$ cat src/rtl/vsync_driver_pkg.sv
// Shared VGA vertical timing constants and FSM state type.
// Also carries the horizontal line length used by the line driver.
package vsync_driver_pkg;

   localparam int VS_LINES    = 2;
   localparam int VBP_LINES   = 29;
   localparam int VDISP_LINES = 480;
   localparam int VFP_LINES   = 10;
   localparam int SCALE       = 5;
   localparam int H_LINE_CLKS = 1600;
   localparam int VROWS       = VDISP_LINES / SCALE;

   typedef enum logic [2:0] {
      ST_IDLE        = 3'd0,
      ST_SYNC        = 3'd1,
      ST_BACK_PORCH  = 3'd2,
      ST_DISPLAY     = 3'd3,
      ST_FRONT_PORCH = 3'd4
   } vstate_t;

   // Last line index of each phase; the counter never goes past it.
   function automatic logic [8:0] phase_last(input vstate_t s);
      logic [8:0] v;
      v = 9'd0;
      unique case (s)
         ST_SYNC:        v = 9'(VS_LINES - 1);
         ST_BACK_PORCH:  v = 9'(VBP_LINES - 1);
         ST_DISPLAY:     v = 9'(VDISP_LINES - 1);
         ST_FRONT_PORCH: v = 9'(VFP_LINES - 1);
         default:        v = 9'd0;
      endcase
      return v;
   endfunction

endpackage

$ cat src/rtl/vsync_driver_vpixel_controller.sv
// Vertical row scaler: each displayed row index spans SCALE lines.
// Held at zero whenever the current line is not visible.
module vpixel_controller
   import vsync_driver_pkg::*;
(
   input  logic       clk,
   input  logic       reset,
   input  logic       new_line,
   input  logic       display_en,
   output logic [6:0] vpixel
);

   localparam logic [2:0] SUB_LAST = 3'(SCALE - 1);
   localparam logic [6:0] ROW_LAST = 7'(VROWS - 1);

   logic [2:0] r_sub;
   logic [6:0] r_vpixel;

   // The wrap after the last row lands on the line that leaves DISPLAY.
   always_ff @(posedge clk) begin
      if (reset || !display_en) begin
         r_sub    <= 3'd0;
         r_vpixel <= 7'd0;
      end else if (new_line) begin
         if (r_sub == SUB_LAST) begin
            r_sub    <= 3'd0;
            r_vpixel <= (r_vpixel == ROW_LAST) ? 7'd0 : r_vpixel + 7'd1;
         end else begin
            r_sub <= r_sub + 3'd1;
         end
      end
   end

   assign vpixel = r_vpixel;

endmodule

$ cat src/rtl/vsync_driver.sv
// Vertical sync generator: walks sync/porch/display phases one line
// at a time, advancing only on new_line pulses from the line driver.
module vsync_driver
   import vsync_driver_pkg::*;
(
   input  logic       clk,
   input  logic       reset,
   input  logic       new_line,
   output logic       vsync,
   output logic [6:0] vpixel,
   output logic       display_en,
   output logic       new_frame
);

   vstate_t    r_state;
   vstate_t    w_state_nxt;
   logic [8:0] r_line_cnt;
   logic [8:0] w_line_nxt;
   logic       w_frame_nxt;
   logic       w_last;
   logic       r_vsync;
   logic       r_display_en;
   logic       r_new_frame;

   assign w_last = (r_line_cnt == phase_last(r_state));

   always_comb begin
      w_state_nxt = r_state;
      w_line_nxt  = r_line_cnt;
      w_frame_nxt = 1'b0;
      if (new_line) begin
         w_line_nxt = w_last ? 9'd0 : r_line_cnt + 9'd1;
         unique case (r_state)
            ST_IDLE: begin
               w_state_nxt = ST_SYNC;
               w_line_nxt  = 9'd0;
               w_frame_nxt = 1'b1;
            end
            ST_SYNC:
               if (w_last) w_state_nxt = ST_BACK_PORCH;
            ST_BACK_PORCH:
               if (w_last) w_state_nxt = ST_DISPLAY;
            ST_DISPLAY:
               if (w_last) w_state_nxt = ST_FRONT_PORCH;
            ST_FRONT_PORCH:
               if (w_last) begin
                  w_state_nxt = ST_SYNC;
                  w_frame_nxt = 1'b1;
               end
            default: begin
               w_state_nxt = ST_IDLE;
               w_line_nxt  = 9'd0;
            end
         endcase
      end
   end

   // Outputs are registered from the next state so they move together.
   always_ff @(posedge clk) begin
      if (reset) begin
         r_state      <= ST_IDLE;
         r_line_cnt   <= 9'd0;
         r_vsync      <= 1'b1;
         r_display_en <= 1'b0;
         r_new_frame  <= 1'b0;
      end else begin
         r_state      <= w_state_nxt;
         r_line_cnt   <= w_line_nxt;
         r_vsync      <= (w_state_nxt != ST_SYNC);
         r_display_en <= (w_state_nxt == ST_DISPLAY);
         r_new_frame  <= w_frame_nxt;
      end
   end

   vpixel_controller u_vpixel (
      .clk        (clk),
      .reset      (reset),
      .new_line   (new_line),
      .display_en (r_display_en),
      .vpixel     (vpixel)
   );

   assign vsync      = r_vsync;
   assign display_en = r_display_en;
   assign new_frame  = r_new_frame;

endmodule

$ cat config.mk
export PLATFORM = sky130hd
export DESIGN_NAME = vsync_driver
export DESIGN_NICKNAME = d
export VERILOG_FILES = /design/src/rtl/vsync_driver_pkg.sv /design/src/rtl/vsync_driver_vpixel_controller.sv /design/src/rtl/vsync_driver.sv
export SDC_FILE = /design/constraint.sdc
export NUM_CORES = 1
export LEC_CHECK = 0
export BUFFER_PORTS_ARGS = -buffer_cell sky130_fd_sc_hd__buf_2
export CAP_MARGIN = 5
export CORE_UTILIZATION = 55
export CTS_CLUSTER_SIZE = 12
export DETAILED_ROUTE_END_ITERATION = 7
export PLACE_DENSITY = 0.8
export SYNTH_ARGS = -nofsm -noshare
export SYNTH_HDL_FRONTEND = slang
export SYNTH_SLANG_ARGS = --single-unit
$ cat constraint.sdc
create_clock -name clk -period 1.9 [get_ports clk]
set_input_delay 0.095 -clock clk [delete_from_list [all_inputs] [get_ports clk]]
set_output_delay 0.095 -clock clk [all_outputs]
set_load 0.05 [all_outputs]
==> summary.md <==
| Metric | Value |
|---|---|
| Initial Util | `0.6087` |
| Synth warn | `0` |
| Largest net degree at the start of global routing | `20` |
| Vias in the first global route | `1138` |
| Avg WL per Cell | `14.88 µm` |
| Hold Path Stages | `2` |
| Die area | `0.002773 mm²` |
| Final setup skew | `0.009685 ns` |
| GRT Total Usage | `0.2319` |
| Most used cell, CP | `buf_6` |
| Post-synth top area share | `0.3546` |
| Syn avg cell area | `8.401 µm²` |
| Hold WS | `0.09675 ns` |
| Initial antenna violation count | `0` |
| Netlist cell types | `45` |
| Gpl congestion | `0.8246` |
| Site Rows | `17` |
| Slew HR | `0.7048` |
| Layout cells sized above 1 | `0.2618` |
| Max Fanout on Critical Path | `8` |
| Worst slew pin tran | `0.4411 ns` |
| Slew Limit Fails | `0` |
| Final nets | `199` |
| Critical Path AT | `2.10 ns` |
| Core Region | `0.002318 mm²` |
| R2R cell count | `8` |
| Hold Crit Start | `reset` |
| Worst path cell trace | `buf_6 > nor2_4 > a31oi_4 > a221oi_4 > nand3_4 > buf_6 > nand3_1 > o311ai_2` |
| DR DRC count | `0` |
| CP Capture Type | `register` |
| Die Wd | `52.66 µm` |
| Adder-Cell Fraction of Synth Area | `0.03546` |
| Detailed-placement wirelength estimate | `2072 µm` |
| Slowest CP cell | `dfxtp_4` |
| Final worst-path cycle share | `0.9942` |
| Avg Vias per Cell | `6.027` |
| Simple-Gate Fraction of Synth Area | `0.3103` |
| Vert. Die Dim | `52.66 µm` |
| Minimum clock period | `1.889 ns` |
| Number of routed nets with antenna violations | `0` |
| CTS H-tree lvls | `1` |
| Origin of the critical flop-to-flop path | `r_state[1]` |
| Clock buffer depth | `2` |
| Worst VDD drop | `659.7 µV` |
| Sequential area share after synthesis | `0.3546` |
| Wirelength, routed | `3258 µm` |
| Fin. Hold Viols | `0` |
| Final non-filler cell total | `219` |
| Length of the first detailed-routing pass in iterations | `4` |
| Outcome | `complete, no violations` |
| CP max stage delay | `0.39 ns` |
| Synth Flop Type | `dfxtp_1` |
| Count leader, synth | `dfxtp_1` |
| Post-synth EDFFs | `0` |
| Syn nets | `175` |
| Max frequency | `0.5294 GHz` |
| Hold endpoint | `r_line_cnt[1]` |
| Crit path launch type | `register` |
| CP required | `2.11 ns` |
| Synthesized cell area | `0.001411 mm²` |
| Antenna Cells | `0` |
| Reg-to-Reg End | `r_line_cnt[7]` |
| Mux cell area share after synthesis | `0.04433` |
| Type of the worst min-delay path | `in2reg` |
| Critical path class | `reg2reg` |
| CTS tree | `built` |
| Compound-cell area share of the yosys netlist | `0.1356` |
| Total gr overflow | `0` |
| Synth Register Bits | `25` |
| Largest family of logic cells by synthesized area | `simple AND/OR/NAND/NOR gates` |
| Maxcap violations | `0` |
| Top post-synthesis cells by count | `dfxtp_1 (25), nor2_1 (21), nand2_1 (20)` |
| CTS Sinks | `25` |
| DRT iter0 DRCs | `40` |
| FFs w/ async S/R, synth | `0` |
| Power per cell area | `1005 mW/mm²` |
| Mapped Cells | `168` |
| Top post-synthesis cells by area | `dfxtp_1 (35%), nor2_1 (5.6%), nand2_1 (5.3%), nand3_1 (3.9%), ha_1 (3.5%)` |
| FF-to-FF setup slack | `0.01 ns` |
| Root Driver | `clkbuf_4` |
| Buffers and inverters on the worst path | `2` |
| Placed insts | `207` |
| Area leader, netlist | `dfxtp_1` |
| Synthesis-to-finish area growth | `18.53%` |
| Top Family by Delay on Critical Path | `compound AO/OA/AOI/OAI gates` |
| Number of I/O port buffers | `12` |
| Worst-path clk slew | `0.15 ns` |
| Pleak | `0.6554 nW` |
| Vias | `1320` |
| I/O pins | `13` |
| Final setup fails | `0` |
| CTS Buf Count | `3` |
| Clk_lat worst skew | `0.32 ns` |
| First-pass GRT wire length | `4767 µm` |
| Post-synthesis xor/xnor area fraction | `0.05496` |
registers in the layout (all words and copies together) (netlist names):
name and cells:
r_line_cnt 9, u_vpixel.vpixel 7, r_state 3, u_vpixel.r_sub 3, display_en 1, new_frame 1, vsync 1
per-stage QoR:
step,utilization,instance area (µm²),setup WS (ns),total power [mW],TNS [ns]
2_1_floorplan,-,1411,0.2409,1.057,0
3_3_place_gp,0.6508,1509,0.1169,1.110,0
3_5_place_dp,0.6508,1509,0.03646,1.130,0
4_1_cts,0.6638,1539,0.009521,1.374,0
5_1_grt,0.7215,1673,-0.04698,1.753,-0.2010
6_report,0.7215,1673,0.01093,1.681,0
cell families (layout without fill, tap and decap cells):
family | count (synthesis) | count (layout)
compound gates | 25 | 25
xor+xnor | 8 | 8
fa+ha+maj | 4 | 4
buf+inv | 18 | 40
flops | 25 | 25
mux | 5 | 5
simple gates | 83 | 84
cell type report:
cell class	count	area, µm²
clock buffers	3	22.52
clock inverters	1	7.507
fillers	166	645.6
inverters	9	33.78
multi-input cells	126	883.3
flip-flops and latches	25	506.7
well taps	28	35.03
repair buffers	27	183.9
layer usage:
layer / vias to the layer above / GRT usage / routed length, µm / share of wire
li1: 644 / - / - / -
met1: 634 / 0.2872 / 1492 / 0.46
met2: 38 / 0.3861 / 1595 / 0.49
met3: 4 / 0.03768 / 146 / 0.045
met4: 0 / 0.1096 / 23 / 0.0071
met5: - / 0 / 0 / 0
cell usage in the layout (no fill, tap or decap), drive strengths merged:
| cell | synthesis | layout |
|---|---|---|
| buf | 5 | 27 |
| dfxtp | 25 | 25 |
| nor2 | 22 | 22 |
| nand2 | 20 | 20 |
| nand3 | 12 | 13 |
| inv | 9 | 9 |
| nand4 | 8 | 8 |
| nand2b | 5 | 5 |
| a21oi | 5 | 5 |
| xnor2 | 5 | 5 |
| mux2i | 5 | 5 |
| and3 | 4 | 4 |
| ha | 4 | 4 |
| o211ai | 4 | 4 |
| xor2 | 3 | 3 |
| clkbuf | 4 | 3 |
| o21ai | 3 | 3 |
| o311ai | 3 | 3 |
| a31oi | 3 | 3 |
| nand4b | 2 | 2 |
| nor3b | 2 | 2 |
| nor4 | 2 | 2 |
| or4 | 1 | 1 |
| o221ai | 1 | 1 |
| a221oi | 1 | 1 |
| nor2b | 1 | 1 |
| a41o | 1 | 1 |
| or3 | 1 | 1 |
| a31o | 1 | 1 |
| a21boi | 1 | 1 |
| or2 | 1 | 1 |
| nand3b | 1 | 1 |
| a41oi | 1 | 1 |
| o31ai | 1 | 1 |
| nor3 | 1 | 1 |
| clkinvlp | 0 | 1 |
power by group:
part	switching (mW)	total [mW]	internal [mW]	leakage (nW)
Clock	0.170	0.251	0.0803	0.0139
Sequential	0.0343	0.599	0.565	0.204
Combinational	0.454	0.832	0.377	0.438
worst max-delay path by stage:
stage	slack, ns	start	endpoint	depth (start not counted)
3_3_place_gp	0.12	r_state[2]	r_state[2]	6
5_1_grt	-0.05	r_state[1]	r_line_cnt[7]	8
6_report	0.01	r_state[1]	r_line_cnt[7]	8
3_5_place_dp	0.04	r_state[2]	r_state[0]	6
2_1_floorplan	0.24	r_line_cnt[8]	display_en	6
4_1_cts	0.01	r_state[2]	r_state[0]	6
timing repair:
item	in CTS	in global routing
resized for setup	0	15
hold buffers	0	0
setup endpoints to repair	0	8
buffers inserted	0	7
No activity file was read; power rests on OpenSTA's default activity.
